### src/rtl/sort_run_controller.sv
// sort_run_controller
//   Run sequencer for the RISC-V bubble-sort datapath. Holds the core in reset
//   while an N_ELEM-element array is streamed from the host into data memory.
//   It then releases the core and waits for pc_out_i to sit at HALT_PC for
//   HALT_HOLD consecutive cycles. After that it takes the memory back, streams
//   the results to the host and flags whether they are signed non-decreasing.
//
//   Optional feature: define SORT_WATCHDOG_EN to abort RUN once cycle_count
//   reaches MAX_CYCLES. The abort sets timeout_o, and the readback still runs.
//   Without the macro, timeout_o stays 0.
//
// Ports
//   clk_i, reset_i        clock (rising edge), async active-high reset
//   start_i               run request pulse, honoured in IDLE/DONE only
//   load_valid_i/_data_i  host element stream; load_ready_o high in LOAD
//   pc_out_i              core program counter
//   core_reset_o          reset to the core
//   mem_sel_o             1 = controller owns the data-memory port
//   mem_we_o/_addr_o/_wdata_o, mem_rdata_i   controller memory port
//   result_valid_o/_data_o                   readback stream
//   busy_o, done_o, sorted_ok_o, timeout_o, cycle_count_o   status
module sort_run_controller #(
  parameter int unsigned N_ELEM     = 8,
  parameter logic [63:0] BASE_ADDR  = 64'h0,
  parameter logic [63:0] HALT_PC    = 64'h80,
  parameter int unsigned HALT_HOLD  = 2,
  parameter int unsigned MAX_CYCLES = 4096
) (
  input  logic        clk_i,
  input  logic        reset_i,
  input  logic        start_i,
  input  logic        load_valid_i,
  input  logic [63:0] load_data_i,
  output logic        load_ready_o,
  input  logic [63:0] pc_out_i,
  output logic        core_reset_o,
  output logic        mem_sel_o,
  output logic        mem_we_o,
  output logic [63:0] mem_addr_o,
  output logic [63:0] mem_wdata_o,
  input  logic [63:0] mem_rdata_i,
  output logic        result_valid_o,
  output logic [63:0] result_data_o,
  output logic        busy_o,
  output logic        done_o,
  output logic        sorted_ok_o,
  output logic        timeout_o,
  output logic [31:0] cycle_count_o
);

  // idx must reach N_ELEM: READ spends one extra cycle presenting the last element.
  localparam int unsigned IdxW  = $clog2(N_ELEM + 1);
  localparam int unsigned HaltW = $clog2(HALT_HOLD + 1);
  localparam logic [IdxW-1:0]  LastIdx  = IdxW'(N_ELEM - 1);
  localparam logic [IdxW-1:0]  EndIdx   = IdxW'(N_ELEM);
  localparam logic [HaltW-1:0] HaltHold = HaltW'(HALT_HOLD);
  localparam logic [31:0]      WdLimit  = 32'(MAX_CYCLES);

`ifdef SORT_WATCHDOG_EN
  localparam bit WdEn = 1'b1;
`else
  localparam bit WdEn = 1'b0;
`endif

  typedef enum logic [2:0] {StIdle, StLoad, StRun, StRead, StDone} state_e;

  state_e           state_q, state_d;
  logic [IdxW-1:0]  idx_q, idx_d;
  logic [HaltW-1:0] halt_q, halt_d;
  logic [31:0]      cycle_count_q, cycle_count_d;
  logic             core_reset_q, core_reset_d;
  logic             mem_sel_q, mem_sel_d;
  logic             timeout_q, timeout_d;
  logic             done_q, done_d;
  logic             sorted_ok_q, sorted_ok_d;
  logic             result_valid_q, result_valid_d;
  logic [63:0]      result_data_q, result_data_d;

  logic [HaltW-1:0] halt_inc;
  logic             halt_hit;
  logic             wd_hit;

  always_ff @(posedge clk_i or posedge reset_i) begin
    if (reset_i) begin
      state_q        <= StIdle;
      idx_q          <= '0;
      halt_q         <= '0;
      cycle_count_q  <= '0;
      core_reset_q   <= 1'b1;
      mem_sel_q      <= 1'b1;
      timeout_q      <= 1'b0;
      done_q         <= 1'b0;
      sorted_ok_q    <= 1'b0;
      result_valid_q <= 1'b0;
      result_data_q  <= '0;
    end else begin
      state_q        <= state_d;
      idx_q          <= idx_d;
      halt_q         <= halt_d;
      cycle_count_q  <= cycle_count_d;
      core_reset_q   <= core_reset_d;
      mem_sel_q      <= mem_sel_d;
      timeout_q      <= timeout_d;
      done_q         <= done_d;
      sorted_ok_q    <= sorted_ok_d;
      result_valid_q <= result_valid_d;
      result_data_q  <= result_data_d;
    end
  end

  always_comb begin
    state_d        = state_q;
    idx_d          = idx_q;
    halt_d         = halt_q;
    cycle_count_d  = cycle_count_q;
    core_reset_d   = core_reset_q;
    mem_sel_d      = mem_sel_q;
    timeout_d      = timeout_q;
    done_d         = done_q;
    sorted_ok_d    = sorted_ok_q;
    result_valid_d = 1'b0;
    result_data_d  = result_data_q;
    halt_inc       = halt_q + 1'b1;
    halt_hit       = 1'b0;
    wd_hit         = 1'b0;

    unique case (state_q)
      StIdle, StDone: begin
        if (start_i) begin
          state_d       = StLoad;
          idx_d         = '0;
          cycle_count_d = '0;
          timeout_d     = 1'b0;
          done_d        = 1'b0;
          sorted_ok_d   = 1'b1;
        end
      end
      StLoad: begin
        if (load_valid_i) begin
          if (idx_q == LastIdx) begin
            state_d      = StRun;
            idx_d        = '0;
            halt_d       = '0;
            core_reset_d = 1'b0;
            mem_sel_d    = 1'b0;
          end else begin
            idx_d = idx_q + 1'b1;
          end
        end
      end
      StRun: begin
        if (cycle_count_q != '1) begin
          cycle_count_d = cycle_count_q + 32'd1;
        end
        wd_hit = WdEn && (cycle_count_d == WdLimit);
        if (pc_out_i == HALT_PC) begin
          halt_hit = (halt_inc == HaltHold);
          halt_d   = halt_inc;
        end else begin
          halt_d = '0;
        end
        if (halt_hit || wd_hit) begin
          state_d      = StRead;
          idx_d        = '0;
          halt_d       = '0;
          core_reset_d = 1'b1;
          mem_sel_d    = 1'b1;
          if (wd_hit) begin
            timeout_d = 1'b1;
          end
        end
      end
      StRead: begin
        if (idx_q != EndIdx) begin
          result_valid_d = 1'b1;
          result_data_d  = mem_rdata_i;
          idx_d          = idx_q + 1'b1;
          // result_data_q still holds the previous element here.
          if ((idx_q != '0) && ($signed(result_data_q) > $signed(mem_rdata_i))) begin
            sorted_ok_d = 1'b0;
          end
        end else begin
          state_d = StDone;
          idx_d   = '0;
          done_d  = 1'b1;
        end
      end
      default: state_d = StIdle;
    endcase
  end

  always_comb begin
    load_ready_o   = (state_q == StLoad);
    mem_we_o       = (state_q == StLoad) && load_valid_i;
    mem_addr_o     = '0;
    mem_wdata_o    = '0;
    if ((state_q == StLoad) || (state_q == StRead)) begin
      mem_addr_o = BASE_ADDR + 64'({idx_q, 3'b000});
    end
    if (state_q == StLoad) begin
      mem_wdata_o = load_data_i;
    end
    busy_o         = (state_q == StLoad) || (state_q == StRun) || (state_q == StRead);
    core_reset_o   = core_reset_q;
    mem_sel_o      = mem_sel_q;
    result_valid_o = result_valid_q;
    result_data_o  = result_data_q;
    done_o         = done_q;
    sorted_ok_o    = sorted_ok_q;
    timeout_o      = timeout_q;
    cycle_count_o  = cycle_count_q;
  end

endmodule

### config.mk
export PLATFORM = sky130hd
export DESIGN_NAME = sort_run_controller
export DESIGN_NICKNAME = d
export VERILOG_FILES = /design/src/rtl/sort_run_controller.sv
export SDC_FILE = /design/constraint.sdc
export NUM_CORES = 1
export LEC_CHECK = 0
export CAP_MARGIN = 10
export CELL_PAD_IN_SITES_DETAIL_PLACEMENT = 1
export CELL_PAD_IN_SITES_GLOBAL_PLACEMENT = 1
export CORE_ASPECT_RATIO = 2
export CORE_UTILIZATION = 27
export DETAILED_ROUTE_END_ITERATION = 8
export PLACE_DENSITY_LB_ADDON = 0.1
export SYNTH_ARGS = -nofsm -noshare
export SYNTH_HDL_FRONTEND = slang
export SYNTH_SLANG_ARGS = --single-unit
### constraint.sdc
create_clock -name clk_i -period 4.7 [get_ports clk_i]
set_input_delay 0.94 -clock clk_i [delete_from_list [all_inputs] [get_ports clk_i]]
set_output_delay 0.94 -clock clk_i [all_outputs]
set_load 0.05 [all_outputs]
Yosys cells after proc, flatten, opt, wreduce, memory -nomap -nowiden --
Cells that the tools add are included.
Cells by class: $add $sub $neg 3, order comparisons 1, equal/unequal tests 17, muxes and demuxes 37, reductions and logical operators 20
Operator list (count):
- $eq 64x8->1 const B | 1
- $gt 64x64->1 | 1
- $mux 32 | 2
- $mux 64 | 1
- $pmux 32 s2 | 1
- $add 32x1->32 const B | 1
- $ne 32x32->1 const B | 1
- $mux 4 | 5
- $pmux 4 s4 | 1
- $mux 3 | 5
- $ne 2x2->1 const B | 7
- $mux 1 | 12
- $pmux 3 s4 | 1
- $reduce_and 4->1 | 3
- $reduce_and 3->1 | 3
- $mux 2 | 4
- $reduce_bool 4->1 | 2
- $mux 7 | 1
- $eq 3x2->1 const B | 2
- $pmux 1 s2 | 3
- $reduce_bool 2->1 | 3
- $reduce_and 5->1 | 1
- $add 4x1->4 const B | 1
- $eq 4x3->1 const B | 1
- other kinds (12) | 15
Storage, ports and cells: flip-flop bits (word level) 109, input port bits 196, output and inout bits 233, word-level logic and storage cells 87

Longest topological paths before layout --
word-level depth 6, gate-level depth with buffers 10, depth with buffers taken out 9

Worst setup path before layout --
OpenSTA, ideal clock, no wires.
path type flip-flop to output port, start point register state_q[2], end point output mem_wdata_o[55], arrival 1.936 ns, required time 3.760 ns, path slack 1.824 ns, cell stages (with the launch flop) 5, path buffers 1, cells stage by stage dfrtp_1 nand2b_1 nor2_1 clkbuf_1 and2_1
Between the ends: cells in the longest elaborated chain, start to end 2
Ends and longest elaborated chain:
- start, declared | line 67 | state_e state_q, state_d;
- start signal, assigned | line 85 | state_q <= StIdle;
- start signal, assigned | line 97 | state_q <= state_d;
- $eq 3x1->1
- named net load_ready_o | line 34 | output logic load_ready_o,
- $mux 64 | line 200 | if (state_q == StLoad) begin
- end, declared | line 40 | output logic [63:0] mem_wdata_o,
The timed path passes the listed nets, and every way through them passes these cells.

Worst setup path in the final report --
start point register state_q[2], end point output mem_wdata_o[4]
Between the ends: cells in the longest elaborated chain, start to end 2
Ends and longest elaborated chain (line):
- $eq 3x1->1 | 200
- $mux 64 | 200
No other way between the ends.

==> results.md <==
* Unrepaired setup endpoints after global routing: false
* CP delay by family, top: buffers and inverters
* # diodes at 0
* CTS clk-pin slew, worst paths at 0.07 ns
* R2R depth at 5
* WP depth at 5
* # Max-Cap Violations at 0
* Crit path max fanout at 40
* Final hold viol count at 0
* Required time of the critical path at 3.76 ns
* Total GRT Usage at 20.22%
* FP Rows at 84
* CP Cell Sequence: nand2b_1, nor2_4, buf_4, and2_1, clkdlybuf4s50_1
* Core area at 26380 um2
* Post-Synthesis Cells at 855
* Seq/Total Area, Yosys at 37.51%
* Initial antenna violation count at 0
* Vias/cell at 4.607
* Cells on Worst Hold Path at 2
* Worst skew pair latency at 0.37 ns
* Synth Area in Compound Gates at 11.71%
* Resized Gates After CTS at 0
* Worst rel slew slack at 36.88%
* DRT Pass-1 Iters at 4
* Most common cell after layout, fill and taps aside: clkdlybuf4s50_1
* I/O Buffers at 367
* Most frequent cells in the layout: clkdlybuf4s50_1 (367), nand2_1 (111), dfrtp_1 (108)
* Fraction of layout cells with a size suffix above 1 at 3.298%
* Avg Cell Area, Syn at 8.510 um2
* Slew Viols, Final at 0
* Syn-to-layout area delta at 56.51%
* Post-CTS setup buffer count at 0
* Buf/Inv on CP at 2
* Die area at 27650 um2
* Routed wire length at 27.60 mm
* Wire per inst at 17.73 um
* Largest net degree at the start of global routing at 94
* DRC violations left at 0
* Final antenna-violating net count at 0
* Power per cell area at 206.7 nW/um2
* HPWL after detailed placement at 22.76 mm
* Post-synthesis mux area share at 0.4299%
* HP Class: reg2reg
* Hold_ws at 0.4915 ns
* Fin nets at 1472
* Clock buffer depth at 2
* Vias at 7173
* Gr ovfl total at 0
* Vias in the first global route at 7505
* CTS root buf: clkbuf_16
* Pleak at 0.005076 uW
* Largest family of logic cells by synthesized area: simple AND/OR/NAND/NOR gates
* Asr flop ratio synth at 100.0%
* Mapped Area at 7276 um2
* Startpoint type of the worst setup path: flop
* I/O pin cnt at 429
* Adder-cell area share of the yosys netlist at 11.69%
* Setup violations, final at 0
* DRT iter0 DRCs at 124
* Max Clock Skew at 0.01076 ns
* Final TNS setup at 0 ns
* GPL Wtd Cong at 0.8144
* Crit end category: output pin
* Run status: complete, no violations
* Initial Utilization at 27.58%
* EDFF count, synth at 0
* Synth Warn # at 0
* Die Width at 118.1 um
* CTS H-tree lvls at 3
* Max IR drop VDD at 165.7 uV
* Tcrit/Tclk final at 76.84%
* Simple-Gate Fraction of Synth Area at 23.68%
* Hold buffer count at CTS at 0
* Slowest-stage cell, CP: clkdlybuf4s50_1
* Count of cell types in the netlist at 56
* FMAX at 0.2769 GHz
* Prevailing post-synth register cell: dfrtp_1
* Crit path DAT at 2.67 ns
* Yosys reg bits at 109
* Measured slew at the worst slew-check pin at 0.9468 ns
* Sink Count at 109
* Final min period at 3.612 ns
* Crit path kind: reg2out
* Die height at 234.2 um
* Cts bufs inserted at 9
* First-pass GRT wire length at 42.58 mm
* Xor-xnor portion of the synthesized cell area at 3.009%
* CP peak stage delay at 0.90 ns
* TritonCTS clock tree: yes
## worst min-delay path: cells and delay by family (launching register included)
family	cells	cell delay, ns
flops	1	0.34
simple gates	1	0.05
compound gates	1	0.06
## cell type report
type / count / area [um2]
Sequential cell: 109 / 2729
Fill cell: 3124 / 14990
Inverter: 76 / 287.8
Tap cell: 344 / 430.4
Timing Repair Buffer: 373 / 3731
Clock buffer: 12 / 246.5
Multi-Input combinational cell: 639 / 3930
Clock inverter: 4 / 32.53
## synthesized netlist by cell type, types with 7 or more instances
master      n  share of area (%)
nor2_1     54                2.8
nand2_1   111                5.7
nand4_1    22                1.9
ha_1       68                 12
o21ai_0    79                5.4
inv_1      76                3.9
a21oi_1    34                2.3
buf_4      63                6.5
nand3_1    17                1.2
nor3_1     11               0.76
clkbuf_1   24                1.2
xor2_1      7               0.84
dfrtp_1   108                 37
or3_1       8               0.69
xnor2_1    18                2.2
nor4_1     20                1.7
and2_1     69                5.9
## registers in the layout, indices dropped and copies added (netlist names)
register	cells
mem_sel_o	1
result_data_o	64
idx_q	4
halt_q	2
sorted_ok_o	1
done_o	1
state_q	3
cycle_count_o	32
result_valid_o	1
## final timing paths
path                                    end       start  slack (ns)
max in group asynchronous       sorted_ok_o     reset_i        2.82
min reg2reg                       halt_q[1]   halt_q[1]        0.49
max                          mem_wdata_o[4]  state_q[2]        1.09
max reg2reg                        idx_q[3]  state_q[0]        1.82
min                               halt_q[1]   halt_q[1]        0.49
min in group asynchronous  cycle_count_o[3]     reset_i        1.09
## power breakdown
part           total, uW  leakage [uW]  switching (uW)  internal, uW
Combinational        581       0.00380             339           242
Sequential          1000       0.00115            41.4           962
Clock                769      0.000129             390           379
Total               2350       0.00508             771          1580
## cell families (layout without fill, tap and decap cells)
logic type               after synthesis  in the layout
flip-flops                           109            109
adder cells (fa/ha/maj)               68             68
AO/OA/AOI/OAI                        145            145
AND/OR/NAND/NOR                      337            337
XOR/XNOR                              25             25
other                                  1             61
buffers and inverters                167            465
multiplexers                           3              3
## metal layers
metal	track usage, %	vias to the layer above	wire length (um)
met3	6.007	38	2047
met5	0	-	0
li1	-	3460	-
met2	38.49	272	14850
met4	9.135	0	926
met1	19.92	3403	9773
## stage by stage
step                      setup WS [ns]  instance area, um2  utilization (%)  total power, uW  cells
after global routing             0.9645               11390            43.17             2464   1557
final                             1.088               11390            43.17             2354   1557
after CTS                         1.033               11390            43.17             2398   1557
after floorplan                  0.8877                7501                -             1363    915
after global placement           0.7845               11110            42.11             1598   1541
after detailed placement         0.7559               11110            42.11             1607   1541
Note: power is estimated with default switching activity, not from simulation.
==> edit, RTL diff (same flow settings) <==
`N_ELEM`: 8 -> 16.
--- a/src/rtl/sort_run_controller.sv
+++ b/src/rtl/sort_run_controller.sv
@@ -21,5 +21,5 @@
 //   busy_o, done_o, sorted_ok_o, timeout_o, cycle_count_o   status
 module sort_run_controller #(
-  parameter int unsigned N_ELEM     = 8,
+  parameter int unsigned N_ELEM     = 16,
   parameter logic [63:0] BASE_ADDR  = 64'h0,
   parameter logic [63:0] HALT_PC    = 64'h80,
Check against the original RTL: same outputs for any inputs over 4 cycles, from zero or initial values and one cycle with reset_i high; that may be too few to reach the edited logic, so the function may still have changed.
==> edit against the original RTL <==
Cell count up 0.32%. Setup slack worse by 0.58 ns. Wire length up 4.8%. Area after synthesis up 2.3%. Critical path depth up 1. Sequential cell count up 1. Synthesized cell count down 0.12%. Via count about the same. Die area up 2.3%. Highest routed layer unchanged. Utilization down 0.47 points. Cell area up 1.3%.
Power is left out: it rests on default switching activity, and per cell area and clock period it moved more than threefold.
==> edit: results (changes against the original RTL) <==
status=completed (unchanged); Via density=4.60 (was 4.61); final clock skew=0.0114 ns (was 0.0108 ns); WL met3=2060 um (was 2050 um); largest net degree at the start of global routing=69 (was 94); GPL Wtd Cong=0.737 (was 0.814); nets=1474 (was 1472); crit path to=mem_wdata_o[25] (was mem_wdata_o[4]); initial antenna violation count=1 (was 0); Setup Buffers After CTS=0 (unchanged); R2R setup slack=1.70 ns (was 1.82 ns); critical path peak fanout=50 (was 40); Inserted Clock Buffers=9 (unchanged); Synth top cells by count=dfrtp_1, nand2_1, o21ai_0 (was nand2_1, dfrtp_1, o21ai_0); post-synthesis sequential area ratio=0.370 (was 0.375); share of layout cells above drive strength 1=0.0429 (was 0.0330); gr usage total=0.204 (was 0.202); asr flop ratio synth=1.00 (unchanged); met1 wire length=10800 um (was 9770 um); fillers=3194 (was 3124); worst reg2reg path endpoint=state_q[0] (was idx_q[3]); clk_lat worst skew=0.37 ns (about the same); CP startpoint=state_q[0] (was state_q[2]); H-tree depth=3 (unchanged); Final HPWL DP=23800 um (was 22800 um); FF-to-FF path depth=9 (was 5); Worst Hold Depth=2 (unchanged); PortBufs=368 (was 367); clock slew at reported path FFs=0.07 ns (about the same); Largest register FFs=64 (unchanged); vias in the first global route=7560 (was 7505); met2 WL post-DR=15500 um (was 14900 um); worst r2r src=idx_q[0] (was state_q[0]); crit path max-delay cell type=clkdlybuf4s50_1 (unchanged); Root Driver=clkbuf_16 (unchanged); WP data arrival=3.26 ns (was 2.67 ns); Synth Flop Type=dfrtp_1 (unchanged); Area contributors post-synth=dfrtp_1, ha_1, buf_4 (unchanged); drt initial violations=153 (was 124); first-pass GRT wire length=43700 um (was 42600 um); post_cts resized=0 (unchanged); DR top layer=met4 (unchanged); Detailed Routing Iterations Pass 1=4 (unchanged); wire per inst=18.5 um (was 17.7 um); Netlist cell types=65 (was 56); critical path's largest stage delay=0.80 ns (was 0.90 ns); clock buffer depth=2 (unchanged); YS warnings=0 (unchanged); worst slew pin tran=0.806 ns (was 0.947 ns); Hold Path Class=register to register (unchanged)
==> edit: cell count changes after synthesis, moves of 3 or more <==
cell     change
nor2_1      -22
and3_1       -5
nand3_1      +6
nor3_2       +5
a21oi_1      +6
xnor2_1      -3
o21ai_0      +4
buf_6        +4
inv_1        +6
nor3_1       -4
and2_1       +3
nand2_1     -14
and4_1       +3
==> edit: cell type report <==
type	instances	area (um2)	area share
multi-input combinational	630	4020	0.348
clock inverter	5	33.8	0.00293
clock buffer	11	243	0.0210
inverter	82	310	0.0269
timing repair buffer	375	3740	0.324
antenna	1	2.50	0.000217
tap	348	435	0.0378
sequential	110	2750	0.239
==> edit: cells by family after synthesis <==
group / share of synthesized area
compound gates: 0.125
xor+xnor: 0.0247
fa+ha+maj: 0.118
buf+inv: 0.123
flops: 0.370
mux: 0.00286
other cells: 0.000504
simple gates: 0.237
==> edit: metal layers <==
layer | vias up | global-route usage
li1 | 3490 | -
met1 | 3375 | 0.217
met2 | 286 | 0.383
met3 | 28 | 0.0527
met4 | 0 | 0.0686
met5 | - | 0
==> edit: how the worst min path moves through the flow <==
stage | slack (ns) | end
finish | 0.49 | halt_q[1]
global route | 0.52 | halt_q[1]
CTS | 0.50 | halt_q[1]
detailed placement | 0.48 | halt_q[1]
global placement | 0.46 | halt_q[1]
floorplan | 0.45 | halt_q[1]
==> edit: critical path: cells and delay by family (launching register included) <==
family | cells | cell delay (ns)
buffers and inverters | 3 | 1.31
DFF | 1 | 0.53
and+or+nand+nor | 3 | 1.03
==> edit: metrics by stage <==
| stage | instances | setup WS (ns) | hold WS [ns] | cell area, um2 | utilization |
|---|---|---|---|---|---|
| floorplan | 913 | 0.859 | 0.448 | 7660 | - |
| global placement | 1545 | 0.696 | 0.461 | 11300 | 0.417 |
| finish | 1562 | 0.505 | 0.494 | 11500 | 0.427 |
| detailed placement | 1545 | 0.681 | 0.480 | 11300 | 0.417 |
| global route | 1562 | 0.254 | 0.521 | 11500 | 0.427 |
| CTS | 1561 | 0.462 | 0.497 | 11500 | 0.427 |
